### src/rtl/shift_pkg.sv
// Shared types and constants for the shift issue queue and its barrel shifter.
// The FIFO stores shift_req_t, so the DATA_W/AMT_W below must match the
// widths the queue is built with.
package shift_pkg;

    localparam int DATA_W = 32;
    localparam int AMT_W  = 5;

    localparam logic DIR_LEFT  = 1'b0;
    localparam logic DIR_RIGHT = 1'b1;

    typedef struct packed {
        logic [DATA_W-1:0] data;
        logic [AMT_W-1:0]  amt;
        logic              dir;
    } shift_req_t;

endpackage

### src/rtl/shift_issue_queue_if.sv
// Request/result handshake bundle for the shift issue queue.
// slave is the queue's view; master is the view of the request source and
// result consumer that sit around it.
interface shift_issue_queue_if #(
    parameter int DATA_W = 32,
    parameter int AMT_W  = 5,
    parameter int DEPTH  = 4
);
    localparam int COUNT_W = $clog2(DEPTH) + 1;

    logic               in_valid;
    logic               in_ready;
    logic [DATA_W-1:0]  in_data;
    logic [AMT_W-1:0]   in_amt;
    logic               in_dir;

    logic               out_valid;
    logic               out_ready;
    logic [DATA_W-1:0]  out_data;
    logic [AMT_W-1:0]   out_amt;
    logic               out_dir;

    logic [COUNT_W-1:0] count;

    modport master (
        output in_valid, in_data, in_amt, in_dir, out_ready,
        input  in_ready, out_valid, out_data, out_amt, out_dir, count
    );

    modport slave (
        input  in_valid, in_data, in_amt, in_dir, out_ready,
        output in_ready, out_valid, out_data, out_amt, out_dir, count
    );

endinterface

### src/rtl/barrel_shifter.sv
// Combinational logical barrel shifter, zero fill in both directions.
// One mux stage per amount bit, stage i shifting by 2**i.
module barrel_shifter
    import shift_pkg::*;
#(
    parameter int DATA_W = 32,
    parameter int AMT_W  = 5
) (
    input  logic [DATA_W-1:0] data_in,
    input  logic [AMT_W-1:0]  shift_amt,
    input  logic              dir,
    output logic [DATA_W-1:0] data_out
);

    logic [DATA_W-1:0] stage [AMT_W+1];

    // Log-depth shift network: each amount bit selects a power-of-two shift.
    always_comb begin
        stage[0] = data_in;
        for (int i = 0; i < AMT_W; i++) begin
            if (shift_amt[i]) begin
                if (dir == DIR_RIGHT) begin
                    stage[i+1] = stage[i] >> (1 << i);
                end else begin
                    stage[i+1] = stage[i] << (1 << i);
                end
            end else begin
                stage[i+1] = stage[i];
            end
        end
    end

    assign data_out = stage[AMT_W];

endmodule

### src/rtl/shift_issue_queue.sv
// Sequential front end for the barrel shifter: a DEPTH-entry request FIFO
// whose head feeds the shifter, followed by a valid/ready result register.
// Full/empty come from the occupancy counter only; the pointers just wrap.
// in_ready looks at the counter alone so a full queue never accepts in the
// same cycle it pops, and out_ready has no combinational path to in_ready.
module shift_issue_queue #(
    parameter int DATA_W = shift_pkg::DATA_W,
    parameter int AMT_W  = shift_pkg::AMT_W,
    parameter int DEPTH  = 4
) (
    input  logic               clk,
    input  logic               rst,
    shift_issue_queue_if.slave bus
);
    import shift_pkg::*;

    localparam int PTR_W   = $clog2(DEPTH);
    localparam int COUNT_W = PTR_W + 1;

    shift_req_t         fifo_mem [DEPTH];
    logic [PTR_W-1:0]   wr_ptr;
    logic [PTR_W-1:0]   rd_ptr;
    logic [COUNT_W-1:0] count_q;

    shift_req_t         in_req;
    shift_req_t         head;
    logic [DATA_W-1:0]  head_result;

    logic               in_ready_w;
    logic               push;
    logic               load;

    logic               out_valid_q;
    logic [DATA_W-1:0]  out_data_q;
    logic [AMT_W-1:0]   out_amt_q;
    logic               out_dir_q;

    assign in_ready_w = (count_q < COUNT_W'(DEPTH));
    assign push       = bus.in_valid && in_ready_w;
    assign load       = (count_q != '0) && (!out_valid_q || bus.out_ready);

    // Pack the incoming request into the storage format.
    always_comb begin
        in_req      = '0;
        in_req.data = bus.in_data;
        in_req.amt  = bus.in_amt;
        in_req.dir  = bus.in_dir;
    end

    assign head = fifo_mem[rd_ptr];

    barrel_shifter #(
        .DATA_W (DATA_W),
        .AMT_W  (AMT_W)
    ) u_barrel_shifter (
        .data_in   (head.data),
        .shift_amt (head.amt),
        .dir       (head.dir),
        .data_out  (head_result)
    );

    // FIFO storage; deliberately not reset, only the pointers and count are.
    always_ff @(posedge clk) begin
        if (push) begin
            fifo_mem[wr_ptr] <= in_req;
        end
    end

    // Pointer and occupancy tracking.
    always_ff @(posedge clk or posedge rst) begin
        if (rst) begin
            wr_ptr  <= '0;
            rd_ptr  <= '0;
            count_q <= '0;
        end else begin
            if (push) begin
                wr_ptr <= wr_ptr + PTR_W'(1);
            end
            if (load) begin
                rd_ptr <= rd_ptr + PTR_W'(1);
            end
            case ({push, load})
                2'b10:   count_q <= count_q + COUNT_W'(1);
                2'b01:   count_q <= count_q - COUNT_W'(1);
                default: count_q <= count_q;
            endcase
        end
    end

    // Result register: load the shifted head, drop valid when drained,
    // hold the payload while stalled or after draining.
    always_ff @(posedge clk or posedge rst) begin
        if (rst) begin
            out_valid_q <= 1'b0;
            out_data_q  <= '0;
            out_amt_q   <= '0;
            out_dir_q   <= 1'b0;
        end else if (load) begin
            out_valid_q <= 1'b1;
            out_data_q  <= head_result;
            out_amt_q   <= head.amt;
            out_dir_q   <= head.dir;
        end else if (out_valid_q && bus.out_ready) begin
            out_valid_q <= 1'b0;
        end
    end

    assign bus.in_ready  = in_ready_w;
    assign bus.out_valid = out_valid_q;
    assign bus.out_data  = out_data_q;
    assign bus.out_amt   = out_amt_q;
    assign bus.out_dir   = out_dir_q;
    assign bus.count     = count_q;

endmodule

### src/flat_wrapper.sv
// flat-port wrapper written by rule: the top's interface ports become plain ports
module shift_issue_queue_flat import shift_pkg::*;
#(
    parameter int DATA_W = shift_pkg::DATA_W,
    parameter int AMT_W  = shift_pkg::AMT_W,
    parameter int DEPTH  = 4
)
  (clk, rst, bus_in_valid, bus_in_data, bus_in_amt, bus_in_dir, bus_out_ready, bus_in_ready, bus_out_valid, bus_out_data, bus_out_amt, bus_out_dir, bus_count);
  shift_issue_queue_if #(.DATA_W(DATA_W), .AMT_W(AMT_W), .DEPTH(DEPTH)) bus_i ();
  input  logic clk;
  input  logic rst;
  input wire logic [$bits(bus_i.in_valid)-1:0] bus_in_valid;
  input wire logic [$bits(bus_i.in_data)-1:0] bus_in_data;
  input wire logic [$bits(bus_i.in_amt)-1:0] bus_in_amt;
  input wire logic [$bits(bus_i.in_dir)-1:0] bus_in_dir;
  input wire logic [$bits(bus_i.out_ready)-1:0] bus_out_ready;
  output wire logic [$bits(bus_i.in_ready)-1:0] bus_in_ready;
  output wire logic [$bits(bus_i.out_valid)-1:0] bus_out_valid;
  output wire logic [$bits(bus_i.out_data)-1:0] bus_out_data;
  output wire logic [$bits(bus_i.out_amt)-1:0] bus_out_amt;
  output wire logic [$bits(bus_i.out_dir)-1:0] bus_out_dir;
  output wire logic [$bits(bus_i.count)-1:0] bus_count;
  assign bus_i.in_valid = bus_in_valid;
  assign bus_i.in_data = bus_in_data;
  assign bus_i.in_amt = bus_in_amt;
  assign bus_i.in_dir = bus_in_dir;
  assign bus_i.out_ready = bus_out_ready;
  assign bus_in_ready = bus_i.in_ready;
  assign bus_out_valid = bus_i.out_valid;
  assign bus_out_data = bus_i.out_data;
  assign bus_out_amt = bus_i.out_amt;
  assign bus_out_dir = bus_i.out_dir;
  assign bus_count = bus_i.count;
  shift_issue_queue #(.DATA_W(DATA_W), .AMT_W(AMT_W), .DEPTH(DEPTH)) u_core (.clk(clk), .rst(rst), .bus(bus_i));
endmodule
### config.mk
export PLATFORM = sky130hd
export DESIGN_NAME = shift_issue_queue_flat
export DESIGN_NICKNAME = d
export VERILOG_FILES = /design/src/rtl/shift_pkg.sv /design/src/rtl/shift_issue_queue_if.sv /design/src/rtl/barrel_shifter.sv /design/src/rtl/shift_issue_queue.sv /design/src/flat_wrapper.sv
export SDC_FILE = /design/constraint.sdc
export NUM_CORES = 1
export LEC_CHECK = 0
export ABC_CLOCK_PERIOD_IN_PS = 3620
export CAP_MARGIN = 20
export CORE_MARGIN = 2
export CORE_UTILIZATION = 45
export DETAILED_ROUTE_END_ITERATION = 7
export SYNTH_ARGS = -nofsm -noshare
export SYNTH_HDL_FRONTEND = slang
export SYNTH_SLANG_ARGS = --single-unit
### constraint.sdc
create_clock -name clk -period 3.62 [get_ports clk]
set_input_delay 0.724 -clock clk [delete_from_list [all_inputs] [get_ports clk]]
set_output_delay 0.724 -clock clk [all_outputs]
set_load 0.02 [all_outputs]
==> metrics.cfg <==
[run_status]
status = finished, final reports clean

[setup_path]
ff2ff_path_depth = 8
rr_startpoint = u_core.rd_ptr[0]
critPathCaptureType = flip-flop
crit_required_ns = 4.02
arrival_ns = 3.68
worst_r2r_endpoint = u_core.bus.out_data[16]
start_kind = flip-flop
r2r_slack_ns = 0.34
crit_type = flip-flop to flip-flop
critical_path.startpoint = u_core.rd_ptr[0]
crit_fanout = 48

[timing]
tightest_slew_ns = 0.803
fmax_ghz = 0.305
fin_worst_skew_ns = 0.0190
finalCritPeriodShare_pct = 90.6
final.setup.tns_ns = 0
relSlewSlack_pct = 46.3
finalMaxSlewViolations = 0
rsz0062_at_grt = no
hold_ws_ns = 0.477
setup_viol = 0
hold_viol = 0
layout_min_cycle_time_ns = 3.28

[floorplan]
io_pins = 85
initial_core_util_pct = 45.7
die_y_microns = 161
rows = 57
dieWidth_microns = 161
core-area_sq_um = 24300
dieArea_sq_um = 26000

[clock_tree]
post_cts_resize_count = 0
post-cts-setup-buffer-count = 0
htreeDepth = 4
path_clk_slew_ns = 0.08
cts_tree = done
cts.sinks = 198
ctsLongestPathBuffers = 2
cts_buffers = 17
cts_hold_buf = 0
insertion_delay_ns = 0.46
cts_root_buffer = clkbuf_16

[synthesis]
ys_warn_count = 0
synth_ff_type = edfxtp_1
async_flop_share_pct = 23.2
synth_enable_flop_cells = 152
synth_seq_area_share_pct = 51.4
synth.distinct_cells = 71
netlist_instances = 945
synth_nets = 993
synth_area_sq_um = 11100
syn_avg_cell_area_sq_um = 11.8
ys_ff_latch = 198

[drt]
ant_nets = 0
drt_iter0_drc = 914
dr.pass1.iters = 7
drt-vias-per-instance = 6.27
wl_per_cell_microns = 24.1
vias = 8653
drc = 0
wl_microns = 33200

[layout]
final_cell_mix = edfxtp_1 (152), nand2_1 (87), mux2i_1 (84), clkdlybuf4s50_1 (84), nor2_1 (82)
fin_nets = 1091
regArea_sq_um = 5720
final_area_sq_um = 13100
multi_input_area_sq_um = 4950
post-route-util_pct = 53.8
antenna_cells = 0
syn2layout_area_growth_pct = 17.7
final_common_cell = edfxtp_1
drive_gt1_share_pct = 15.8
fill_cells = 2123

[placed_design]
place_area_sq_um = 12500
io_buffers = 84
place.gp.congestion = 0.985
dp_hpwl_microns = 23800

[global_routing]
grt_max_degree = 61
gr-total-overflow = 0
grt_pass1_wl_microns = 51300
gr-usage-all-layers_pct = 26.0
antenna_found_initial = 0
grt_pass1_vias = 8227

[job]
max_cap_viol_count = 0

[hold_path]
hp-class = input pin to async pin

## critical path, stage by stage (launching register included)
cell      delay, ns
dfrtp_2        0.45
mux4_4         0.72
buf_4          0.35
mux2i_1        0.18
a211oi_1       0.52
nor3_1         0.15
o32ai_1        0.50
and2_1         0.20
o32a_1         0.15
## cells by family (layout without fill, tap and decap cells)
| logic type | after synthesis | in the layout | synth area share, % |
|---|---|---|---|
| multiplexers | 131 | 131 | 16.1 |
| adder cells (fa/ha/maj) | 6 | 6 | 0.742 |
| XOR/XNOR | 6 | 6 | 0.472 |
| flip-flops | 198 | 198 | 51.4 |
| AO/OA/AOI/OAI | 264 | 264 | 16.6 |
| AND/OR/NAND/NOR | 259 | 259 | 10.4 |
| buffers and inverters | 81 | 192 | 4.35 |
## registers in the layout, indices dropped and copies added (netlist names)
signal	cells
u_core.bus.count	3
u_core.wr_ptr	2
u_core.bus.out_amt	5
u_core.bus.out_valid	1
u_core.fifo_mem	152
u_core.bus.out_dir	1
u_core.rd_ptr	2
u_core.bus.out_data	32
## per-layer routing
layer	track usage [%]	part of all wire [%]	vias up
met4	9.78	3.4	0
met3	4.98	7.9	73
met5	0	0	-
met2	39.2	45	443
li1	-	-	3881
met1	37.6	44	4256
## cells in the mapped netlist, types with 3 or more instances
cell         n  area, sq um
nor2_1      82          308
o22ai_1     25          156
ha_1         5         62.6
dfrtp_1     46         1150
clkbuf_1    23         86.3
nand4_1      3         18.8
mux2i_1     86          861
o21ai_0     51          255
o21a_1       5         37.5
a31oi_1      8         50.1
inv_1       12         45.0
a211oi_1    22          165
o31ai_1      8         60.1
xnor2_1      5         43.8
a2111oi_0    3         26.3
a32oi_1      6         52.6
a21oi_1     45          225
a221oi_1     4         35.0
mux2_2       7         78.8
nor2b_1      4         25.0
o311ai_0     3         26.3
a311oi_1     6         52.6
mux4_2      37          833
o211ai_1    16          120
o21ai_1      6         30.0
nand3_1     14         70.1
nand2b_1    19          119
edfxtp_1   152         4560
nor4_1       4         25.0
a2bb2oi_1    3         26.3
buf_2       21          105
a22oi_1      7         52.6
a211o_1      3         26.3
buf_6       17          191
buf_4        7         52.6
nor3_1      28          140
o221ai_1     8         70.1
a211oi_2     6         75.1
and2_1       7         43.8
nand2_1     87          327
o32ai_1      5         43.8
## worst max-delay path by stage
stage	endpoint	depth (start not counted)
6_report	u_core.bus.out_data[16]	8
5_1_grt	u_core.bus.out_data[4]	9
4_1_cts	u_core.bus.out_data[1]	8
3_5_place_dp	u_core.bus.out_data[1]	8
3_3_place_gp	u_core.bus.out_data[24]	9
2_1_floorplan	u_core.bus.out_data[9]	10
## through the flow
stage / std cells / setup WS, ns
after floorplan: 945 / 1.01
after global placement: 1347 / 0.477
after detailed placement: 1347 / 0.450
after CTS: 1379 / 0.439
after global routing: 1380 / 0.201
final: 1380 / 0.341
## area by class of cell
class,count,share of cell area (%)
tap,324,3.10
sequential,198,43.7
timing repair buffer,148,10.5
inverter,12,0.344
clock buffer,18,3.28
multi-input combinational,666,37.8
clock inverter,14,1.36
Power is left out: the tool's default activity adds up to more than one toggle a clock period on the data nets, which glitch-free logic cannot reach.
